## config.mk

```make
export PLATFORM = sky130hd
export DESIGN_NAME = reg_file_sb_flat
export DESIGN_NICKNAME = d
export VERILOG_FILES = /design/src/rtl/reg_file_sb_if.sv /design/src/rtl/reg_file_sb.sv /design/src/flat_wrapper.sv
export SDC_FILE = /design/constraint.sdc
export NUM_CORES = 1
export LEC_CHECK = 0
export BUFFER_PORTS_ARGS = -buffer_cell sky130_fd_sc_hd__buf_2
export CORE_AREA = 3 3 145 147
export DETAILED_ROUTE_END_ITERATION = 8
export DIE_AREA = 0 0 148 150
export PLACE_DENSITY_LB_ADDON = 0.1
export SYNTH_ARGS = -nofsm -noshare
export SYNTH_HDL_FRONTEND = slang
export SYNTH_SLANG_ARGS = --single-unit
```

## constraint.sdc

```tcl
create_clock -name clk -period 2.1 [get_ports clk]
set_input_delay 0.315 -clock clk [delete_from_list [all_inputs] [get_ports clk]]
set_output_delay 0.315 -clock clk [all_outputs]
set_load 0.005 [all_outputs]
```

## src/rtl/reg_file_sb_if.sv

```systemverilog
// rtl/reg_file_sb_if.sv - pipeline-side bus of the scoreboarded register file
interface reg_file_sb_if #(
  parameter int DATA_W = 16,
  parameter int ADDR_W = 3
);
  logic              ready;
  logic [ADDR_W-1:0] sr1;
  logic [ADDR_W-1:0] sr2;
  logic [DATA_W-1:0] sr1_out;
  logic [DATA_W-1:0] sr2_out;
  logic              sr1_busy;
  logic              sr2_busy;
  logic              we;
  logic [ADDR_W-1:0] dr;
  logic [DATA_W-1:0] data_in;
  logic              rsv_en;
  logic [ADDR_W-1:0] rsv_dr;
  logic              flush;

  modport master (
    input  ready, sr1_out, sr2_out, sr1_busy, sr2_busy,
    output sr1, sr2, we, dr, data_in, rsv_en, rsv_dr, flush
  );

  modport slave (
    output ready, sr1_out, sr2_out, sr1_busy, sr2_busy,
    input  sr1, sr2, we, dr, data_in, rsv_en, rsv_dr, flush
  );
endinterface

```

## src/rtl/reg_file_sb.sv

```systemverilog
// rtl/reg_file_sb.sv - register file with busy scoreboard, write bypass and init sequencer
module reg_file_sb #(
  parameter int DATA_W    = 16,
  parameter int ADDR_W    = 3,
  parameter int INIT_BASE = 1,
  parameter int BYPASS    = 1
) (
  input logic          clk,
  input logic          reset,
  reg_file_sb_if.slave bus
);
  localparam int DEPTH = 1 << ADDR_W;

  typedef enum logic {INIT, RUN} state_t;

  state_t            state_q, state_d;
  logic [ADDR_W-1:0] cnt_q, cnt_d;
  logic [DEPTH-1:0]  busy_q, busy_d;
  logic              ready_q, ready_d;
  logic [DATA_W-1:0] mem_q [DEPTH];
  logic [DATA_W-1:0] mem_d [DEPTH];

  logic              run;
  logic              hit1, hit2;

  assign run  = (state_q == RUN);
  assign hit1 = (BYPASS != 0) && bus.we && (bus.dr == bus.sr1);
  assign hit2 = (BYPASS != 0) && bus.we && (bus.dr == bus.sr2);

  // Next-state: init sweep fills storage; in RUN apply write, then flush, then reservation
  always_comb begin
    state_d = state_q;
    cnt_d   = cnt_q;
    busy_d  = busy_q;
    mem_d   = mem_q;
    if (state_q == INIT) begin
      mem_d[cnt_q] = DATA_W'(INIT_BASE) + DATA_W'(cnt_q);
      cnt_d        = cnt_q + 1'b1;
      if (cnt_q == ADDR_W'(DEPTH - 1)) begin
        state_d = RUN;
      end
    end else begin
      if (bus.we) begin
        mem_d[bus.dr]  = bus.data_in;
        busy_d[bus.dr] = 1'b0;
      end
      if (bus.flush) begin
        busy_d = '0;
      end
      if (bus.rsv_en) begin
        busy_d[bus.rsv_dr] = 1'b1;
      end
    end
    ready_d = (state_d == RUN);
  end

  // Control state and scoreboard; reset restarts the init sweep
  always_ff @(posedge clk) begin
    if (reset) begin
      state_q <= INIT;
      cnt_q   <= '0;
      busy_q  <= '0;
      ready_q <= 1'b0;
    end else begin
      state_q <= state_d;
      cnt_q   <= cnt_d;
      busy_q  <= busy_d;
      ready_q <= ready_d;
    end
  end

  // Storage keeps its contents through reset; the init sweep rewrites it afterwards
  always_ff @(posedge clk) begin
    if (!reset) begin
      mem_q <= mem_d;
    end
  end

  // Asynchronous reads with optional forwarding of the write in flight
  always_comb begin
    bus.sr1_out  = '0;
    bus.sr2_out  = '0;
    bus.sr1_busy = 1'b0;
    bus.sr2_busy = 1'b0;
    if (run) begin
      bus.sr1_out  = hit1 ? bus.data_in : mem_q[bus.sr1];
      bus.sr2_out  = hit2 ? bus.data_in : mem_q[bus.sr2];
      bus.sr1_busy = hit1 ? 1'b0 : busy_q[bus.sr1];
      bus.sr2_busy = hit2 ? 1'b0 : busy_q[bus.sr2];
    end
  end

  assign bus.ready = ready_q;
endmodule

```

## src/flat_wrapper.sv

```systemverilog
// flat-port wrapper written by rule: the top's interface ports become plain ports
module reg_file_sb_flat 
#(
  parameter int DATA_W    = 16,
  parameter int ADDR_W    = 3,
  parameter int INIT_BASE = 1,
  parameter int BYPASS    = 1
)
  (clk, reset, bus_ready, bus_sr1_out, bus_sr2_out, bus_sr1_busy, bus_sr2_busy, bus_sr1, bus_sr2, bus_we, bus_dr, bus_data_in, bus_rsv_en, bus_rsv_dr, bus_flush);
  reg_file_sb_if #(.DATA_W(DATA_W), .ADDR_W(ADDR_W)) bus_i ();
  input logic clk;
  input logic reset;
  output wire logic [$bits(bus_i.ready)-1:0] bus_ready;
  output wire logic [$bits(bus_i.sr1_out)-1:0] bus_sr1_out;
  output wire logic [$bits(bus_i.sr2_out)-1:0] bus_sr2_out;
  output wire logic [$bits(bus_i.sr1_busy)-1:0] bus_sr1_busy;
  output wire logic [$bits(bus_i.sr2_busy)-1:0] bus_sr2_busy;
  input wire logic [$bits(bus_i.sr1)-1:0] bus_sr1;
  input wire logic [$bits(bus_i.sr2)-1:0] bus_sr2;
  input wire logic [$bits(bus_i.we)-1:0] bus_we;
  input wire logic [$bits(bus_i.dr)-1:0] bus_dr;
  input wire logic [$bits(bus_i.data_in)-1:0] bus_data_in;
  input wire logic [$bits(bus_i.rsv_en)-1:0] bus_rsv_en;
  input wire logic [$bits(bus_i.rsv_dr)-1:0] bus_rsv_dr;
  input wire logic [$bits(bus_i.flush)-1:0] bus_flush;
  assign bus_ready = bus_i.ready;
  assign bus_sr1_out = bus_i.sr1_out;
  assign bus_sr2_out = bus_i.sr2_out;
  assign bus_sr1_busy = bus_i.sr1_busy;
  assign bus_sr2_busy = bus_i.sr2_busy;
  assign bus_i.sr1 = bus_sr1;
  assign bus_i.sr2 = bus_sr2;
  assign bus_i.we = bus_we;
  assign bus_i.dr = bus_dr;
  assign bus_i.data_in = bus_data_in;
  assign bus_i.rsv_en = bus_rsv_en;
  assign bus_i.rsv_dr = bus_rsv_dr;
  assign bus_i.flush = bus_flush;
  reg_file_sb #(.DATA_W(DATA_W), .ADDR_W(ADDR_W), .INIT_BASE(INIT_BASE), .BYPASS(BYPASS)) u_core (.clk(clk), .reset(reset), .bus(bus_i));
endmodule
```

# == Word level (Yosys, flattened, before mapping) ==
# Index checks and enable logic that the tools add are counted.
# word_totals
word_cells,80
out_inout_bits,35
register_bits,140
input_bits,33
# op_classes
magnitude_cmp,12
eq_ne,4
n_addsub,2
muxes,36
bitwise,8
reduce_logical,7
# ops
operator,count
$bwmux 128,2
$mux 128,2
$mux 16,10
$bmux 16 s3,2
$demux 16 s3,2
$mux 8,4
$ge 4x4->1 const B,4
$lt 3x4->1 const B,4
$not 3->4,4
$mux 1,10
$and 8x8->8,1
$lt 4x1->1 const B,2
$not 8->8,1
$or 8x8->8,1
$bmux 1 s3,2
$demux 1 s3,2
$eq 3x3->1,2
$ge 3x1->1 const B,2
$logic_and 1x1->1,6
$add 1x3->4 const A,1
$add 3x1->3 const B,1
$eq 3x3->1 const B,1
$ne 2x2->1 const B,1
$reduce_and 2->1,1
$not 1->1,1

# == Depth between registers and ports, before layout ==
# depth
depth_word,11
ltp_mapped,7

# == Worst setup path after synthesis ==
# OpenSTA, ideal clock, no wires.
# synth_path
path_kind,input-to-reg
start,in bus_dr[2]
end,reg u_core.mem_q[112] (netlist bit) (enable)
arrival_time_ns,1.798
setup_time_ns,0.388
required_time_ns,1.712
cell_stages,6
n_path_buf,2
slack_ns,-0.087
cell_sequence,buf_4 -> or3_1 -> buf_2 -> nor2_1 -> nor2_1 -> nor2_1
# synth_lines
element,line_no,rtl
start: declaration,flat_wrapper.sv:21,input wire logic [$bits(bus_i.dr)-1:0] bus_dr;
end signal: assignment,reg_file_sb.sv:75,mem_q <= mem_d;
end: declaration,reg_file_sb.sv:20,logic [DATA_W-1:0] mem_q [DEPTH];

# == Worst setup path in the final report ==
# layout_path
start,"reg u_core.state_q, in the netlist u_core.run"
end,out bus_sr1_out[10]
# layout_between
elab_chain_cells,1
# layout_rtl
element,line_no,rtl
start: declaration,reg_file_sb.sv:16,"state_t state_q, state_d;"
start signal: assignment,reg_file_sb.sv:65,state_q <= state_d;
$mux 16,reg_file_sb.sv:85,if (run) begin
end: declaration,flat_wrapper.sv:14,output wire logic [$bits(bus_i.sr1_out)-1:0] bus_sr1_out;
# No other way between the ends.

==> results.py <==
metrics = {
    "floorplan": {
        "num_rows": 52,
        "die_w_um": 148,
        "ioPinCount": 68,
        "dieHeight_um": 150,
        "core_area_mm2": 0.0200,
        "die-area_mm2": 0.0222,
        "start_util": 0.396,
    },
    "pwr": {
        "p_int_uw": 5340,
        "seqPwrFrac": 0.446,
        "p_per_area_mw_per_mm2": 747,
        "ir_drop_mv": 0.575,
        "comb_power_share": 0.114,
        "sw_frac_of_total": 0.247,
        "p_clk_frac": 0.439,
        "switching_power_uw": 1750,
        "p_leak_uw": 0.00323,
    },
    "sta": {
        "relSlewSlack": 0.726,
        "finalCritPeriodShare": 0.983,
        "rsz0062_at_grt": "yes",
        "fin_skew_ns": 0.0101,
        "period_minus_slack_ns": 2.07,
        "slew_violations": 0,
        "fmax_ghz": 0.484,
        "worst_pin_slew_ns": 0.411,
        "setup_violations": 0,
        "hold_violations": 0,
    },
    "min_path": {
        "hold_start": "bus_rsv_dr[0]",
        "hold_depth": 3,
        "min_path_type": "in2reg",
        "holdPathEnd": "u_core.busy_q[3]$_SDFFE_PP0P_",
    },
    "synth": {
        "ys.warnings.count": 0,
        "syn_area_mm2": 0.00793,
        "synthesis.nets": 719,
        "seq_area_frac_synth": 0.515,
        "yosysTopAreaCellShare": 0.485,
        "synthFlopType": "edfxtp_1",
        "synth_cells": 684,
        "avgSynthCellArea_um2": 11.6,
        "synth_enable_flop_cells": 128,
        "synth_area_leaders": "edfxtp_1 48%, mux4_2 11%, mux2i_1 8.1%",
        "synthArstFlopShare": 0,
        "ys_ff_latch": 140,
        "yosysUniqueCellTypes": 39,
        "synth_largest_area_cell": "edfxtp_1",
    },
    "setup_path": {
        "worstPathCellList": "buf_4, o21ai_0, a21oi_1, buf_2",
        "reg2reg_from": "u_core.cnt_q[0]$_SDFFE_PP0N_",
        "cp_top_family": "buffers and inverters",
        "crit_arrival_ns": 1.75,
        "worstPathRequired_ns": 1.78,
        "reg2reg_depth": 5,
        "path_class": "reg2out",
        "slowest_delay_ns": 0.48,
        "cp-start-kind": "flip-flop",
        "worst_path_max_delay_cell": "dfxtp_2",
        "cp-end-kind": "primary output",
        "crit_fanout": 26,
        "r2r_end": "u_core.mem_q[10]$_DFFE_PP_",
        "r2r_slack_ns": 0.40,
        "path_buf_inv": 2,
    },
    "clocking": {
        "cts_setup_buffers": 0,
        "cts.hold.buffers_added": 0,
        "clk_pin_slew_worst_paths_ns": 0.06,
        "cts_sinks": 140,
        "root_buffer": "clkbuf_16",
        "insertion_delay_ns": 0.42,
        "htree_num_levels": 4,
        "cts_tree": "built",
        "cts_buffers": 17,
        "clk_path_buf_depth": 2,
    },
    "routing": {
        "drc": 0,
        "vias": 6036,
        "routed_wirelength_mm": 24.9,
        "post_drt_wl_per_cell_um": 23.8,
        "first_pass_iters": 5,
        "drt-vias-per-instance": 5.77,
        "first_iter_violations": 393,
        "ant_nets": 0,
    },
    "placement": {
        "place_inst": 1015,
        "dpl.hpwl_mm": 17.1,
        "io_buffers": 67,
        "gp_congestion": 0.831,
        "place_area_mm2": 0.00883,
    },
    "global_route": {
        "grt_max_degree": 35,
        "grt_pass1_vias": 6307,
        "overflow": 0,
        "grtUsageMet1": 0.306,
        "grt_antenna_before_repair": 1,
        "grt_use_met2": 0.388,
        "busiest_layer": "met2",
        "grt_use_total": 0.230,
        "grt_pass1_wl_mm": 37.9,
        "use_met3": 0.0388,
    },
    "run": {
        "maxCapViolCount": 0,
    },
    "cells_and_area": {
        "num_antenna_cells": 0,
        "synthToLayoutAreaGrowth_pct": 19.7,
        "num-fill-cells": 1908,
        "finalInstanceArea_mm2": 0.00949,
        "seq_area_mm2": 0.00409,
        "stdcell_count": 1047,
        "multiInputGateArea_mm2": 0.00353,
        "nNetsFinal": 799,
        "drive_gt1_frac": 0.275,
    },
    "outcome": {
        "status": "finished clean",
    },
}
-- per-layer routing --
metal | up-vias | share of wire
met5 | - | 0
met4 | 0 | 0.022
met1 | 3011 | 0.44
met3 | 42 | 0.054
li1 | 2741 | -
met2 | 242 | 0.48
-- power groups by stage --
stage | sequential, uW | combinational [uW] | clock [uW]
5_1_grt | 3170 | 868 | 3290
3_3_place_gp | 3220 | 788 | 0
3_5_place_dp | 3220 | 794 | 0
2_1_floorplan | 3200 | 485 | 0
6_report | 3160 | 811 | 3110
4_1_cts | 3160 | 800 | 3170
-- Yosys cell counts, types with 3 or more instances --
cell,n
edfxtp_1,128
nor2_1,102
a21oi_1,72
mux2i_1,64
nand2_1,43
mux4_2,38
o22ai_1,36
o21ai_0,34
and2_1,28
buf_2,21
buf_6,15
dfxtp_1,12
clkbuf_1,11
nor2_2,11
o21ai_1,10
nand3_1,6
o211ai_1,6
xnor2_1,6
nand3b_1,4
o21bai_1,4
buf_4,3
nand2b_1,3
nor3_1,3
-- layout by cell type (no fill, tap or decap), types with 3 or more instances in the layout --
master	netlist	routed
o211ai_1	6	6
xnor2_1	6	6
dfxtp_1	12	11
buf_2	21	67
and2_1	28	28
edfxtp_1	128	128
buf_12	0	18
inv_6	0	4
buf_4	3	30
o21ai_0	34	34
o21bai_1	4	4
mux2i_1	64	63
nor2_2	11	14
nor3_1	3	3
clkbuf_16	0	17
nand2b_1	3	3
mux4_2	38	38
nand3b_1	4	4
a21oi_2	0	8
nor2_1	102	99
nand3_1	6	6
bufinv_16	0	3
nand2_1	43	43
o21ai_1	10	10
o22ai_1	36	36
a21oi_1	72	63
clkinvlp_4	0	3
-- cell type report --
cell class / count / area share
clock buffer: 17 / 0.0448
clock inverter: 15 / 0.0195
inverter: 1 / 0.000396
multi-input combinational: 489 / 0.372
sequential: 140 / 0.430
tap: 270 / 0.0356
timing repair buffer: 115 / 0.0970
-- cells by family after synthesis --
| kind of cell | share of synthesized area |
|---|---|
| buf+inv | 0.0462 |
| mux | 0.189 |
| compound gates | 0.115 |
| flops | 0.515 |
| simple gates | 0.124 |
| fa+ha+maj | 0.00316 |
| xor+xnor | 0.00773 |
-- worst min-delay path, cell delays in order --
cell and delay, ns:
buf_2 0.13, nand3_1 0.08, a21oi_1 0.05
-- repair_timing --
action                                  4_1_cts  5_1_grt
pin swaps                                     2        0
endpoints found under the setup margin        3       26
gates resized for setup                       3        8
-- worst max-delay path by stage --
| stage | start | to | slack, ns | cells after the start |
|---|---|---|---|---|
| 6_report | u_core.run$_SDFF_PP0_ | bus_sr1_out[10] | 0.03 | 4 |
| 5_1_grt | u_core.run$_SDFF_PP0_ | bus_sr1_out[0] | -0.08 | 4 |
| 4_1_cts | u_core.mem_q[33]$_DFFE_PP_ | bus_sr2_out[1] | 0.001 | 4 |
| 3_5_place_dp | bus_sr2[1] | bus_sr2_out[0] | 0.1 | 8 |
| 3_3_place_gp | bus_sr1[2] | bus_sr1_out[1] | 0.1 | 7 |
| 2_1_floorplan | bus_dr[2] | u_core.mem_q[100]$_DFFE_PP_ | 0.007 | 6 |
-- through the flow --
step | utilization | hold slack, ns | setup WS [ns] | power [uW] | TNS [ns]
global placement | 0.441 | 0.499 | 0.0999 | 4000 | 0
finish | 0.474 | 0.199 | 0.0347 | 7090 | 0
global route | 0.474 | 0.205 | -0.0848 | 7330 | -0.679
floorplan | - | 0.384 | 0.00689 | 3690 | 0
detailed placement | 0.441 | 0.507 | 0.0986 | 4010 | 0
CTS | 0.472 | 0.182 | 0.000959 | 7130 | 0
-- state kept, by name, summed over array words and instances (netlist names) --
name,cells
u_core.mem_q,128
u_core.busy_q,8
u_core.run,1
u_core.cnt_q,3
Power figures use the tool's default switching activity.
